==> config.mk <==
export PLATFORM = sky130hd
export DESIGN_NAME = uart_rx_fifo
export DESIGN_NICKNAME = d
export VERILOG_FILES = /design/src/rtl/uart_rx_fifo.sv
export SDC_FILE = /design/constraint.sdc
export NUM_CORES = 1
export LEC_CHECK = 0
export ABC_CLOCK_PERIOD_IN_PS = 2700
export BUFFER_PORTS_ARGS = -buffer_cell sky130_fd_sc_hd__clkbuf_2
export CORE_MARGIN = 5
export CORE_UTILIZATION = 56
export DETAILED_ROUTE_END_ITERATION = 10
export GPL_TIMING_DRIVEN = 0
export PLACE_DENSITY_LB_ADDON = 0.15
export SYNTH_ARGS = -nofsm -noshare
export SYNTH_HDL_FRONTEND = slang
export SYNTH_SLANG_ARGS = --single-unit
==> constraint.sdc <==
create_clock -name clk_i -period 2.7 [get_ports clk_i]
set_clock_uncertainty 0.2 [all_clocks]
set_input_delay 0.135 -clock clk_i [delete_from_list [all_inputs] [get_ports clk_i]]
set_output_delay 0.135 -clock clk_i [all_outputs]
set_load 0.03 [all_outputs]
==> src/rtl/uart_rx_fifo.sv <==
`timescale 1ns / 1ps
// 8N1 UART receiver feeding a first-word-fall-through receive FIFO.
// Framing errors and dropped bytes are reported as registered one-cycle pulses.
module uart_rx_fifo #(
    parameter int unsigned BAUD  = 115200,
    parameter int unsigned FREQ  = 50000000,
    parameter int unsigned DEPTH = 8
) (
    input  logic                     clk_i,
    input  logic                     rst_i,
    input  logic                     rx_i,
    output logic [7:0]               data_o,
    output logic                     valid_o,
    input  logic                     ready_i,
    output logic [$clog2(DEPTH):0]   level_o,
    output logic                     frame_err_o,
    output logic                     overflow_o
);

    localparam int unsigned Cps  = FREQ / BAUD;
    localparam int unsigned CntW = $clog2(Cps);
    localparam int unsigned AW   = $clog2(DEPTH);
    localparam int unsigned LW   = AW + 1;

    localparam logic [CntW-1:0] CntHalf = CntW'(Cps / 2 - 1);
    localparam logic [CntW-1:0] CntLast = CntW'(Cps - 1);

    typedef enum logic [2:0] {StIdle, StStart, StData, StStop, StBreak} state_e;

    state_e            state_q, state_d;
    logic [CntW-1:0]   cnt_q, cnt_d;
    logic [2:0]        idx_q, idx_d;
    logic [7:0]        shift_q, shift_d;
    logic              rx_meta_q, rx_s_q;
    logic              push, ferr;

    logic [7:0]        mem_q [DEPTH];
    logic [AW-1:0]     wr_ptr_q, rd_ptr_q;
    logic [LW-1:0]     level_q;
    logic              frame_err_q, overflow_q;
    logic              pop, full, wr_en;

    // Synchronizer idles high so reset never looks like a start bit.
    always_ff @(posedge clk_i or posedge rst_i) begin
        if (rst_i) begin
            rx_meta_q <= 1'b1;
            rx_s_q    <= 1'b1;
        end else begin
            rx_meta_q <= rx_i;
            rx_s_q    <= rx_meta_q;
        end
    end

    always_ff @(posedge clk_i or posedge rst_i) begin
        if (rst_i) begin
            state_q <= StIdle;
            cnt_q   <= '0;
            idx_q   <= '0;
            shift_q <= '0;
        end else begin
            state_q <= state_d;
            cnt_q   <= cnt_d;
            idx_q   <= idx_d;
            shift_q <= shift_d;
        end
    end

    always_comb begin
        state_d = state_q;
        cnt_d   = cnt_q;
        idx_d   = idx_q;
        shift_d = shift_q;
        push    = 1'b0;
        ferr    = 1'b0;
        unique case (state_q)
            StIdle: begin
                if (!rx_s_q) begin
                    state_d = StStart;
                    cnt_d   = '0;
                end
            end
            StStart: begin
                if (cnt_q == CntHalf) begin
                    cnt_d = '0;
                    if (rx_s_q) begin
                        state_d = StIdle;
                    end else begin
                        state_d = StData;
                        idx_d   = '0;
                    end
                end else begin
                    cnt_d = cnt_q + CntW'(1);
                end
            end
            StData: begin
                if (cnt_q == CntLast) begin
                    shift_d[idx_q] = rx_s_q;
                    cnt_d          = '0;
                    if (idx_q == 3'd7) begin
                        state_d = StStop;
                    end else begin
                        idx_d = idx_q + 3'd1;
                    end
                end else begin
                    cnt_d = cnt_q + CntW'(1);
                end
            end
            StStop: begin
                if (cnt_q == CntLast) begin
                    cnt_d = '0;
                    if (rx_s_q) begin
                        push    = 1'b1;
                        state_d = StIdle;
                    end else begin
                        ferr    = 1'b1;
                        state_d = StBreak;
                    end
                end else begin
                    cnt_d = cnt_q + CntW'(1);
                end
            end
            StBreak: begin
                if (rx_s_q) begin
                    state_d = StIdle;
                end
            end
            default: state_d = StIdle;
        endcase
    end

    // A pop frees the slot in the same cycle, so a full FIFO still accepts a push.
    assign pop   = (level_q != '0) && ready_i;
    assign full  = (level_q == LW'(DEPTH));
    assign wr_en = push && (!full || pop);

    always_ff @(posedge clk_i or posedge rst_i) begin
        if (rst_i) begin
            for (int i = 0; i < int'(DEPTH); i++) begin
                mem_q[i] <= '0;
            end
            wr_ptr_q    <= '0;
            rd_ptr_q    <= '0;
            level_q     <= '0;
            frame_err_q <= 1'b0;
            overflow_q  <= 1'b0;
        end else begin
            if (wr_en) begin
                mem_q[wr_ptr_q] <= shift_q;
                wr_ptr_q        <= wr_ptr_q + AW'(1);
            end
            if (pop) begin
                rd_ptr_q <= rd_ptr_q + AW'(1);
            end
            if (wr_en && !pop) begin
                level_q <= level_q + LW'(1);
            end else if (pop && !wr_en) begin
                level_q <= level_q - LW'(1);
            end
            frame_err_q <= ferr;
            overflow_q  <= push && full && !pop;
        end
    end

    assign data_o      = mem_q[rd_ptr_q];
    assign valid_o     = (level_q != '0);
    assign level_o     = level_q;
    assign frame_err_o = frame_err_q;
    assign overflow_o  = overflow_q;

endmodule

* After elaboration in Yosys (flattened, before gate mapping)
Index checks and enable logic that the tools add are counted.
** Cells by class
- Add/subtract/negate cells :: 6
- $mul :: 0
- Divide/modulo/power cells :: 0
- Magnitude comparators :: 5
- Eq/ne operators :: 16
- Shifts and indexed selects :: 0
- Muxes and demuxes :: 35
- Bitwise logic cells :: 2
- Reduce and logical (&&, ||, !) cells :: 22
** Operators with widths (number)
- $bwmux 64 :: 1
- $mux 3 :: 11
- $mux 9 :: 3
- $pmux 9 s3 :: 1
- $bmux 8 s3 :: 1
- $demux 8 s3 :: 1
- $mux 8 :: 3
- $ne 2x2->1 const B :: 8
- $pmux 3 s5 :: 1
- $add 3x1->3 const B :: 3
- $add 9x1->9 const B :: 1
- $eq 9x8->1 const B :: 1
- $eq 9x9->1 const B :: 1
- $bwmux 8 :: 1
- $ge 4x4->1 const B :: 2
- $logic_and 1x1->1 :: 8
- $mux 4 :: 2
- $not 3->4 :: 2
- $mux 1 :: 7
- $eq 3x2->1 const B :: 2
- $eq 3x3->1 const B :: 2
- $pmux 3 s2 :: 1
- $reduce_and 6->1 :: 1
- $reduce_and 5->1 :: 1
- 17 further kinds :: 21
** Word-level totals
- Flip-flop bits (word level) :: 101
- Bits in latches :: 0
- Bits in writable memories :: 0
- Memory bits (read-only) :: 0
- Word-level logic and storage cells :: 105
- Memories kept :: 0

* Logic depth before layout (Yosys ltp)
Gate-level depths: netlist (run 1).
- Word-level depth :: 8
- Depth in mapped cells :: 13
- Gate-level depth less buffers :: 13

* Least setup slack after synthesis (run 1)
Ideal clock, no wire load.
- Kind :: reg2reg
- From :: register level_q[0] (netlist: level_o[0])
- To :: register level_q[3] (netlist: level_o[3])
- Setup time :: 0.135 ns
- Arrival :: 2.465 ns
- Slack :: -0.100 ns
- Cell stages (with the launch flop) :: 11
- Buffers on the path :: 0
- Clock period less this slack :: 2.800 ns
- Path through :: dfrtp_1 nor3_1 nand2b_1 nand2_1 ha_1 inv_1 ha_1 a21o_1 a21oi_1 mux2i_1 xnor2_1
** Between the ends
- Cells in the longest elaborated chain, start to end :: 7
- Elaborated cells between the ends (all ways) :: 15
- Those cells by class :: add/sub (2); eq/ne (1); mux (2); reduce/logical (10)
** Ends and longest elaborated chain
- start: declaration :: line 39 : logic [LW-1:0] level_q;
- start signal: assignment :: line 155 : level_q <= level_q + LW'(1);
- start signal: assignment :: line 157 : level_q <= level_q - LW'(1);
- $reduce_bool 4->1 (*)
- net valid_o :: line 13 : output logic valid_o,
- $logic_and 1x1->1 (*) :: line 132 : assign pop = (level_q != '0) && ready_i;
- $logic_or 1x1->1 :: line 134 : assign wr_en = push && (!full || pop);
- $logic_and 1x1->1 :: line 134
- $logic_not 1->1 :: line 156 : end else if (pop && !wr_en) begin
- $logic_and 1x1->1 :: line 156
- $reduce_bool 2->1 (no line)
Mark *: on every way through the listed nets, which the timed path passes. The rest lies on a longest branch. The select of a mux whose other input is x is not followed.
A chain may end at the register's enable or synchronous reset.

* Worst setup path after layout (run 1)
- From :: register cnt_q[1]
- To :: register mem_q[22] (netlist bit)
** Between the ends
- Cells in the longest elaborated chain, start to end :: 4
** Ends and longest elaborated chain
- start: declaration :: line 31 : logic [CntW-1:0] cnt_q, cnt_d;
- start signal: assignment :: line 62 : cnt_q <= cnt_d;
- $eq 9x9->1 :: line 109 : if (cnt_q == CntLast) begin
- $mux 1 :: line 109
- $mux 1 :: line 75 : unique case (state_q)
- $logic_and 1x1->1 :: line 134
- end signal: indexed assignment :: line 148 : mem_q[wr_ptr_q] <= shift_q;
- end: declaration :: line 37 : logic [7:0] mem_q [DEPTH];
Every way passes these cells.

==> flow_summary_export.csv, run 1 <==
group,metric,value,unit
route,wl_met2,5020,um
placed_design,gp_congestion,0.822,
logic_synthesis,synth_nets,386,
status,status,"finished, final reports clean",
logic_synthesis,synthDominantCellAreaShare,0.494,
floorplan,die_y,105,um
sta,max_slew_margin,0.533,
logic_synthesis,synth_flop_cell,"dfrtp_1",
sta,tightest_slew,700,ps
sta,max_freq,376,MHz
logic_synthesis,synth_simple_gate_area_frac,0.108,
logic_synthesis,synth_mux_area_frac,0.274,
route,drtPass1Iterations,4,
logic_synthesis,ys_top_cells_by_area,"dfrtp_1 (49%), mux2_2 (15%), mux4_2 (7.2%)",
route,top_layer,"met4",
clocking,tritoncts,"done",
worst_setup_path,path_class,"register to register",
grt,grt_antenna_before_repair,0,
logic_synthesis,ys_ff_latch,101,
logic_synthesis,netlist_area,5020,um^2
logic_synthesis,syn_inst,371,
sta,fin_crit_sh,0.985,
worst_setup_path,regToRegStartpoint,"cnt_q[1]$_DFFE_PP0P_",
route,wl_per_cell,18.6,um
placed_design,io_buffers,18,
grt,grt_pass1_wl,16900,um
logic_synthesis,ys_warn_count,0,
sta,hold_viol,0,
logic_synthesis,post_synth_xor_area_fraction,0.0122,
clocking,cts_root_buffer,"clkbuf_8",
logic_synthesis,synth_area_per_cell,13.5,um^2
job,drv_cap,0,
final_layout,syn2layout_area_growth,14.5,%
logic_synthesis,synth_top_family_by_area,"multiplexers",
logic_synthesis,ys_async_sr_fraction,1.00,
power_and_ir_drop,total_leakage_power,2.70,nW
clocking,htreeDepth,3,
grt,overflow,0,
route,met1_length,4510,um
worst_hold_path,hp-class,"input port to asynchronous set/reset pin",
route,vias,3086,
floorplan,die-area,11000,um^2
floorplan,core,8720,um^2
logic_synthesis,synthAdderAreaFrac,0.0289,
grt,grt_pass1_vias,3156,
sta,setup_viol,0,
logic_synthesis,seq_area_frac_synth,0.504,
final_layout,stdcell_area,5750,um^2
final_layout,drive_above_1_share,0.431,
worst_setup_path,rrSetupSlack,40,ps
floorplan,initial_core_util,0.575,
final_layout,nNetsFinal,430,
worst_setup_path,worstPathRequired,2750,ps
route,initialDrtViolationCount,101,
power_and_ir_drop,power_density,454,nW/um^2
grt,track_usage,0.191,
logic_synthesis,synth-compound-area-share,0.0479,
final_layout,nFillCells,660,
sta,drv_slew,0,
route,met3_wirelength,215,um
placed_design,place_area,5320,um^2
worst_setup_path,rr_worst_depth,8,
worst_setup_path,crit_path_start_kind,"register",
worst_setup_path,crit_path_end_kind,"register",
sta,fin_crit,2660,ps
floorplan,io_pins,19,
placed_design,hpwl,6600,um
floorplan,rows,34,
sta,fin_hold_ws,88.5,ps
worst_setup_path,cp.arrival,2700,ps
clocking,clkTransAtPathRegs,100,ps
route,via_per_inst,5.84,
route,postRouteAntennaNets,0,
worst_setup_path,r2r-end,"mem_q[22]$_DFFE_PP0P_",
clocking,clock_latency,360,ps
worst_setup_path,path_max_fanout,8,
grt,grt_max_degree,34,
clocking,cts_buffers,9,
final_layout,diodes,0,
clocking,cts_sinks,101,
floorplan,fp.dieW,105,um
power_and_ir_drop,ir_worst_vdd,0.000282,V
logic_synthesis,ys_types,46,
route,drc,0,
logic_synthesis,synth_largest_area_cell,"dfrtp_1",
logic_synthesis,synth-edff-count,0,
route,wirelength,9830,um
clocking,clockBufferDepth,2,
==> layout make-up <==
class	instances	area, um^2	area share
sequential	101	2530	0.441
clock buffer	11	131	0.0229
buffer	15	105	0.0183
timing repair buffer	34	280	0.0488
inverter	9	40.0	0.00697
tap	108	135	0.0235
multi-input combinational	245	2440	0.424
clock inverter	5	85.1	0.0148
==> state kept, by name, summed over array words and instances (netlist names) <==
signal,count
cnt_q,9
frame_err_o,1
idx_q,3
level_o,4
mem_q,64
overflow_o,1
rd_ptr_q,3
rx_meta_q,1
rx_s_q,1
shift_q,8
state_q,3
wr_ptr_q,3
==> how the worst max path moves through the flow <==
stage	to	depth (start not counted)	start	slack [ps]
after floorplan	level_o[3]$_DFFE_PP0P_	11	level_o[1]$_DFFE_PP0P_	70
after global placement	mem_q[30]$_DFFE_PP0P_	7	cnt_q[1]$_DFFE_PP0P_	-110
after detailed placement	mem_q[30]$_DFFE_PP0P_	7	cnt_q[1]$_DFFE_PP0P_	-220
after CTS	level_o[3]$_DFFE_PP0P_	13	cnt_q[1]$_DFFE_PP0P_	10
after global routing	mem_q[22]$_DFFE_PP0P_	8	cnt_q[1]$_DFFE_PP0P_	-70
final	mem_q[22]$_DFFE_PP0P_	8	cnt_q[1]$_DFFE_PP0P_	40
==> cell families (layout without fill, tap and decap cells) <==
family / after synthesis / in the layout
xor gates and xnor gates: 7 / 7
DFF: 101 / 101
muxes: 101 / 101
buffers and inverters: 25 / 74
AOI/OAI and AO/OA: 37 / 37
adders and majority gates: 11 / 11
and+or+nand+nor: 89 / 89
==> per-layer routing <==
layer / up-vias / global-route usage
li1: 1458 / -
met3: 7 / 0.0358
met4: 0 / 0.0438
met2: 40 / 0.316
met1: 1581 / 0.266
met5: - / 0
==> cells in the final DEF, fill, tap and decap left out, types with 3 or more instances in the layout <==
| cell | synthesis | final |
|---|---|---|
| xnor2_1 | 7 | 7 |
| buf_12 | 0 | 6 |
| nand2b_1 | 7 | 6 |
| dlygate4sd3_1 | 0 | 3 |
| mux2_4 | 16 | 16 |
| or4_1 | 4 | 4 |
| clkbuf_8 | 0 | 9 |
| mux4_2 | 16 | 16 |
| nand2_1 | 24 | 24 |
| buf_4 | 0 | 9 |
| nor3b_1 | 3 | 3 |
| mux2_2 | 68 | 68 |
| nor4_1 | 6 | 6 |
| dfrtp_1 | 99 | 97 |
| o21ai_0 | 10 | 10 |
| ha_1 | 10 | 7 |
| o211ai_1 | 5 | 5 |
| clkbuf_2 | 0 | 20 |
| ha_4 | 0 | 3 |
| inv_1 | 9 | 6 |
| nor3_1 | 5 | 4 |
| buf_6 | 3 | 3 |
| clkbuf_1 | 6 | 5 |
| nand3_1 | 7 | 6 |
| nor2_1 | 15 | 14 |
| a21oi_1 | 8 | 7 |
| buf_2 | 4 | 3 |
==> per-stage QoR <==
stage / total power (W) / worst slack [ps] / TNS, ps / utilization / std cells
floorplan: 0.00157 / 65.4 / 0 / - / 371
global placement: 0.00159 / -113 / -1410 / 0.603 / 497
detailed placement: 0.00160 / -216 / -2890 / 0.609 / 500
CTS: 0.00264 / 12.0 / 0 / 0.645 / 522
global route: 0.00272 / -70.0 / -1400 / 0.659 / 528
finish: 0.00261 / 41.2 / 0 / 0.659 / 528
==> Yosys cell counts, types with 2 or more instances <==
master and n:
mux2_2 68, nand4_1 2, a2111oi_0 2, or4_1 4
o211ai_1 5, a21oi_1 8, mux4_2 16, nand2b_1 7
nor3b_1 3, or4_4 2, nor4_4 2, a21o_1 2
a22o_1 2, or2_2 2, nand3_1 7, and4bb_2 2
buf_2 4, nand2_1 24, and4b_1 2, xnor2_1 7
buf_1 3, mux2_4 16, nor3_1 5, dfstp_2 2
ha_1 10, o22ai_1 2, nor4_1 6, o21bai_1 2
dfrtp_1 99, o21ai_0 10, clkbuf_1 6, buf_6 3
nor2_1 15, inv_1 9
==> critical path, cell delays in order, from the launching register on <==
cell	delay, ps
dfrtp_1	390
inv_2	90
ha_4	130
nand4b_1	210
a311o_1	410
buf_6	160
or4_4	470
buf_6	180
mux2_4	300
==> power breakdown <==
part | total, W | switching [W] | internal (W)
Combinational | 0.0000517 | 0.0000365 | 0.0000151
Sequential | 0.00152 | 0.00000203 | 0.00151
Clock | 0.00104 | 0.000516 | 0.000527
Total | 0.00261 | 0.000554 | 0.00206
==> repair_timing <==
item                       4_1_cts  5_1_grt
setup buffers                    4        6
pin swaps                        5        8
setup endpoints to repair       45       74
resized for setup               10       16
hold buffers                     3        0
hold endpoints to repair        45        0
Power figures use the tool's default switching activity.
==> run 2: changes to the inputs <==
- ABC_AREA: default -> 1
- CORE_MARGIN: 5 -> default
==> run 2 against run 1 <==
Net effect: routed wire length is 41% higher; first-iteration DRC count rose to 3.3 times the previous value; combinational power decreased by 7.0%; cell area grew 4.0%; clock power down 16%; utilization down 1.5 points; total power is 6.6% lower; synthesized area rose by 7.9%; critical path type is now register to output pin; largest cell class is now multi-input gates; highest routed layer unchanged.
==> flow_summary_export.csv, run 2 <==
group,metric,value,unit
sta,rsz0062_at_grt,"yes",
route,initialDrtViolationCount,331,
logic_synthesis,ys_ff_latch,101,
logic_synthesis,ys_types,31,
worst_setup_path,regToRegStartpoint,"cnt_q[1]$_DFFE_PP0P_",
final_layout,top_register,"mem_q",
grt,grt_pass1_wl,22900,um
worst_setup_path,crit_path_start_kind,"register",
floorplan,fp.dieW,100,um
logic_synthesis,synth_area_per_cell,7.98,um^2
floorplan,die-area,10100,um^2
worst_setup_path,cp.arrival,2220,ps
route,postRouteAntennaNets,0,
floorplan,core,9280,um^2
power_and_ir_drop,clkPwrFrac,0.358,
final_layout,reg.largest.list,"mem_q (64), cnt_q (9), shift_q (8)",
floorplan,io_pins,19,
job,drv_cap,0,
logic_synthesis,yosysMostFrequentCell,"nand2_1",
route,wirelength,13900,um
clocking,cts_sinks,101,
sta,setup_viol,0,
floorplan,initial_core_util,0.583,
sta,tns,0,ps
final_layout,syn2layout_area_growth,10.3,%
placed_design,pre_cts_slack,-326,ps
power_and_ir_drop,ir_worst_vdd,0.000301,V
power_and_ir_drop,total_leakage_power,3.04,nW
power_and_ir_drop,p_int,0.00186,W
grt,grt_antenna_before_repair,0,
logic_synthesis,synth_nets,694,
worst_setup_path,crit_path_end_kind,"output pin",
worst_setup_path,startpoint,"rd_ptr_q[0]$_DFFE_PP0P_",
worst_setup_path,worstPathCellList,"inv_1, clkbuf_1, o21ai_0, o21ai_0, nand2_1, nand2_1, clkbuf_2",
grt,grt_max_degree,43,
worst_setup_path,critPathMaxStageDelay,500,ps
power_and_ir_drop,combPwrFrac,0.020,
power_and_ir_drop,power_density,408,nW/um^2
power_and_ir_drop,seqPwrFrac,0.622,
sta,tightest_slew,666,ps
power_and_ir_drop,switching_share,0.237,
sta,fin_crit,2550,ps
route,drc,0,
logic_synthesis,syn_inst,679,
final_layout,stdcell_area,5980,um^2
sta,max_slew_margin,0.556,
placed_design,gp_congestion,0.866,
worst_setup_path,path_class,"register to output pin",
final_layout,mostFrequentLayoutCell,"nand2_1",
clocking,clockBufferDepth,2,
final_layout,regArea,2530,um^2
grt,overflow,0,
clocking,cts_root_buffer,"clkbuf_8",
final_layout,diodes,0,
clocking,clkTransAtPathRegs,100,ps
worst_setup_path,crit_buf_inv,3,
sta,fin_ws,147,ps
logic_synthesis,ys_warn_count,0,
final_layout,nNetsFinal,731,
logic_synthesis,ys_top_cells_by_count,"nand2_1 (221), dfrtp_1 (99), nor2_1 (82)",
final_layout,nFillCells,819,
placed_design,io_buffers,18,
placed_design,place_area,5710,um^2
clocking,htreeDepth,3,
worst_setup_path,cp_slowest_cell,"clkbuf_1",
worst_setup_path,path_max_fanout,10,
final_layout,largest_register_ffs,64,
clocking,clock_latency,390,ps
logic_synthesis,seq_area_frac_synth,0.467,
route,via_per_inst,5.78,
floorplan,die_y,100,um
worst_setup_path,worstPathRequired,2370,ps
placed_design,hpwl,9690,um
clocking,cts_buffers,9,
grt,track_usage,0.298,
sta,fin_crit_sh,0.946,
clocking,tritoncts,"done",
route,drtPass1Iterations,4,
logic_synthesis,synth-edff-count,0,
status,status,"finished, final reports clean",
worst_setup_path,crit_family,"buffers and inverters",
sta,drv_slew,0,
logic_synthesis,ys_async_sr_fraction,1.00,
sta,max_freq,392,MHz
floorplan,rows,35,
logic_synthesis,netlist_area,5420,um^2
route,vias,4912,
power_and_ir_drop,total_power,0.00244,W
logic_synthesis,ys_top_cells_by_area,"dfrtp_1 (46%), nand2_1 (15%), nand4_1 (8.2%)",
final_layout,layout_common_cells,"nand2_1 (221), dfrtp_1 (99), nor2_1 (82)",
sta,hold_viol,0,
final_layout,multiInputGateArea,2600,um^2
grt,grt_pass1_vias,4753,
logic_synthesis,synth_largest_area_cell,"dfrtp_1",
power_and_ir_drop,p_sw,0.000578,W
worst_hold_path,hp-class,"input port to asynchronous set/reset pin",
route,wl_per_cell,16.3,um
logic_synthesis,synthDominantCellAreaShare,0.457,
logic_synthesis,synth_flop_cell,"dfrtp_1",
final_layout,drive_above_1_share,0.111,
run 2: cells by family (layout without fill, tap and decap cells):
| group | after synthesis | after routing | share of synthesized area |
|---|---|---|---|
| AO/OA/AOI/OAI | 68 | 68 | 0.0635 |
| AND/OR/NAND/NOR | 418 | 418 | 0.366 |
| flip-flops | 101 | 101 | 0.467 |
| XOR/XNOR | 10 | 10 | 0.0162 |
| multiplexers | 1 | 1 | 0.00208 |
| adder cells (fa/ha/maj) | 11 | 11 | 0.0268 |
| buffers and inverters | 70 | 112 | 0.0587 |
run 2: layout make-up:
type / instances / area share
sequential: 101 / 0.423
clock inverter: 6 / 0.00670
clock buffer: 10 / 0.0214
inverter: 35 / 0.0230
buffer: 35 / 0.0322
timing repair buffer: 26 / 0.0306
tap: 129 / 0.0270
multi-input combinational: 508 / 0.436
run 2: worst paths after layout:
path | to | slack [ps] | depth (start not counted)
worst max register to register | level_o[3]$_DFFE_PP0P_ | 160 | 16
worst min register to register | rx_s_q$_DFF_PP1_ | 160 | 0
worst max-delay path | data_o[6] | 150 | 7
max in group asynchronous | rx_s_q$_DFF_PP1_ | 1550 | 4
worst min-delay path | cnt_q[5]$_DFFE_PP0P_ | 120 | 3
min in group clk_i | rx_s_q$_DFF_PP1_ | 160 | 0
run 2: worst register-to-register path: cells and delay by family (launching register included):
kind,cells,cell delay (ps)
XOR/XNOR,1,150
adder cells (fa/ha/maj),3,560
buffers and inverters,3,250
flip-flops,1,400
AND/OR/NAND/NOR,9,890
run 2: stage by stage:
step / instances / hold WS, ps / utilization
2_1_floorplan: 679 / -60.5 / -
6_report: 850 / 123 / 0.644
3_3_place_gp: 826 / 24.3 / 0.611
4_1_cts: 849 / 124 / 0.640
3_5_place_dp: 828 / -12.8 / 0.615
5_1_grt: 850 / 157 / 0.644
run 2: repair_timing:
action / in CTS / in global routing
pin swaps: 3 / 1
endpoints found under the setup margin: 3 / 4
hold buffers: 3 / 0
hold endpoints to repair: 104 / 0
setup buffers: 2 / 1
gates resized for setup: 3 / 9
run 2: power by group through the flow:
stage	combinational (W)	sequential, W	clock, W
2_1_floorplan	0.0000260	0.00155	0
3_5_place_dp	0.0000463	0.00155	0
6_report	0.0000481	0.00152	0.000874
3_3_place_gp	0.0000380	0.00155	0
4_1_cts	0.0000498	0.00152	0.000887
5_1_grt	0.0000558	0.00152	0.000942
run 2: metal layers:
| metal | GRT usage | vias to the layer above | wire length (um) |
|---|---|---|---|
| li1 | - | 2323 | - |
| met1 | 0.361 | 2372 | 5530 |
| met2 | 0.515 | 186 | 7050 |
| met3 | 0.0682 | 31 | 973 |
| met4 | 0.116 | 0 | 296 |
| met5 | 0 | - | 0 |
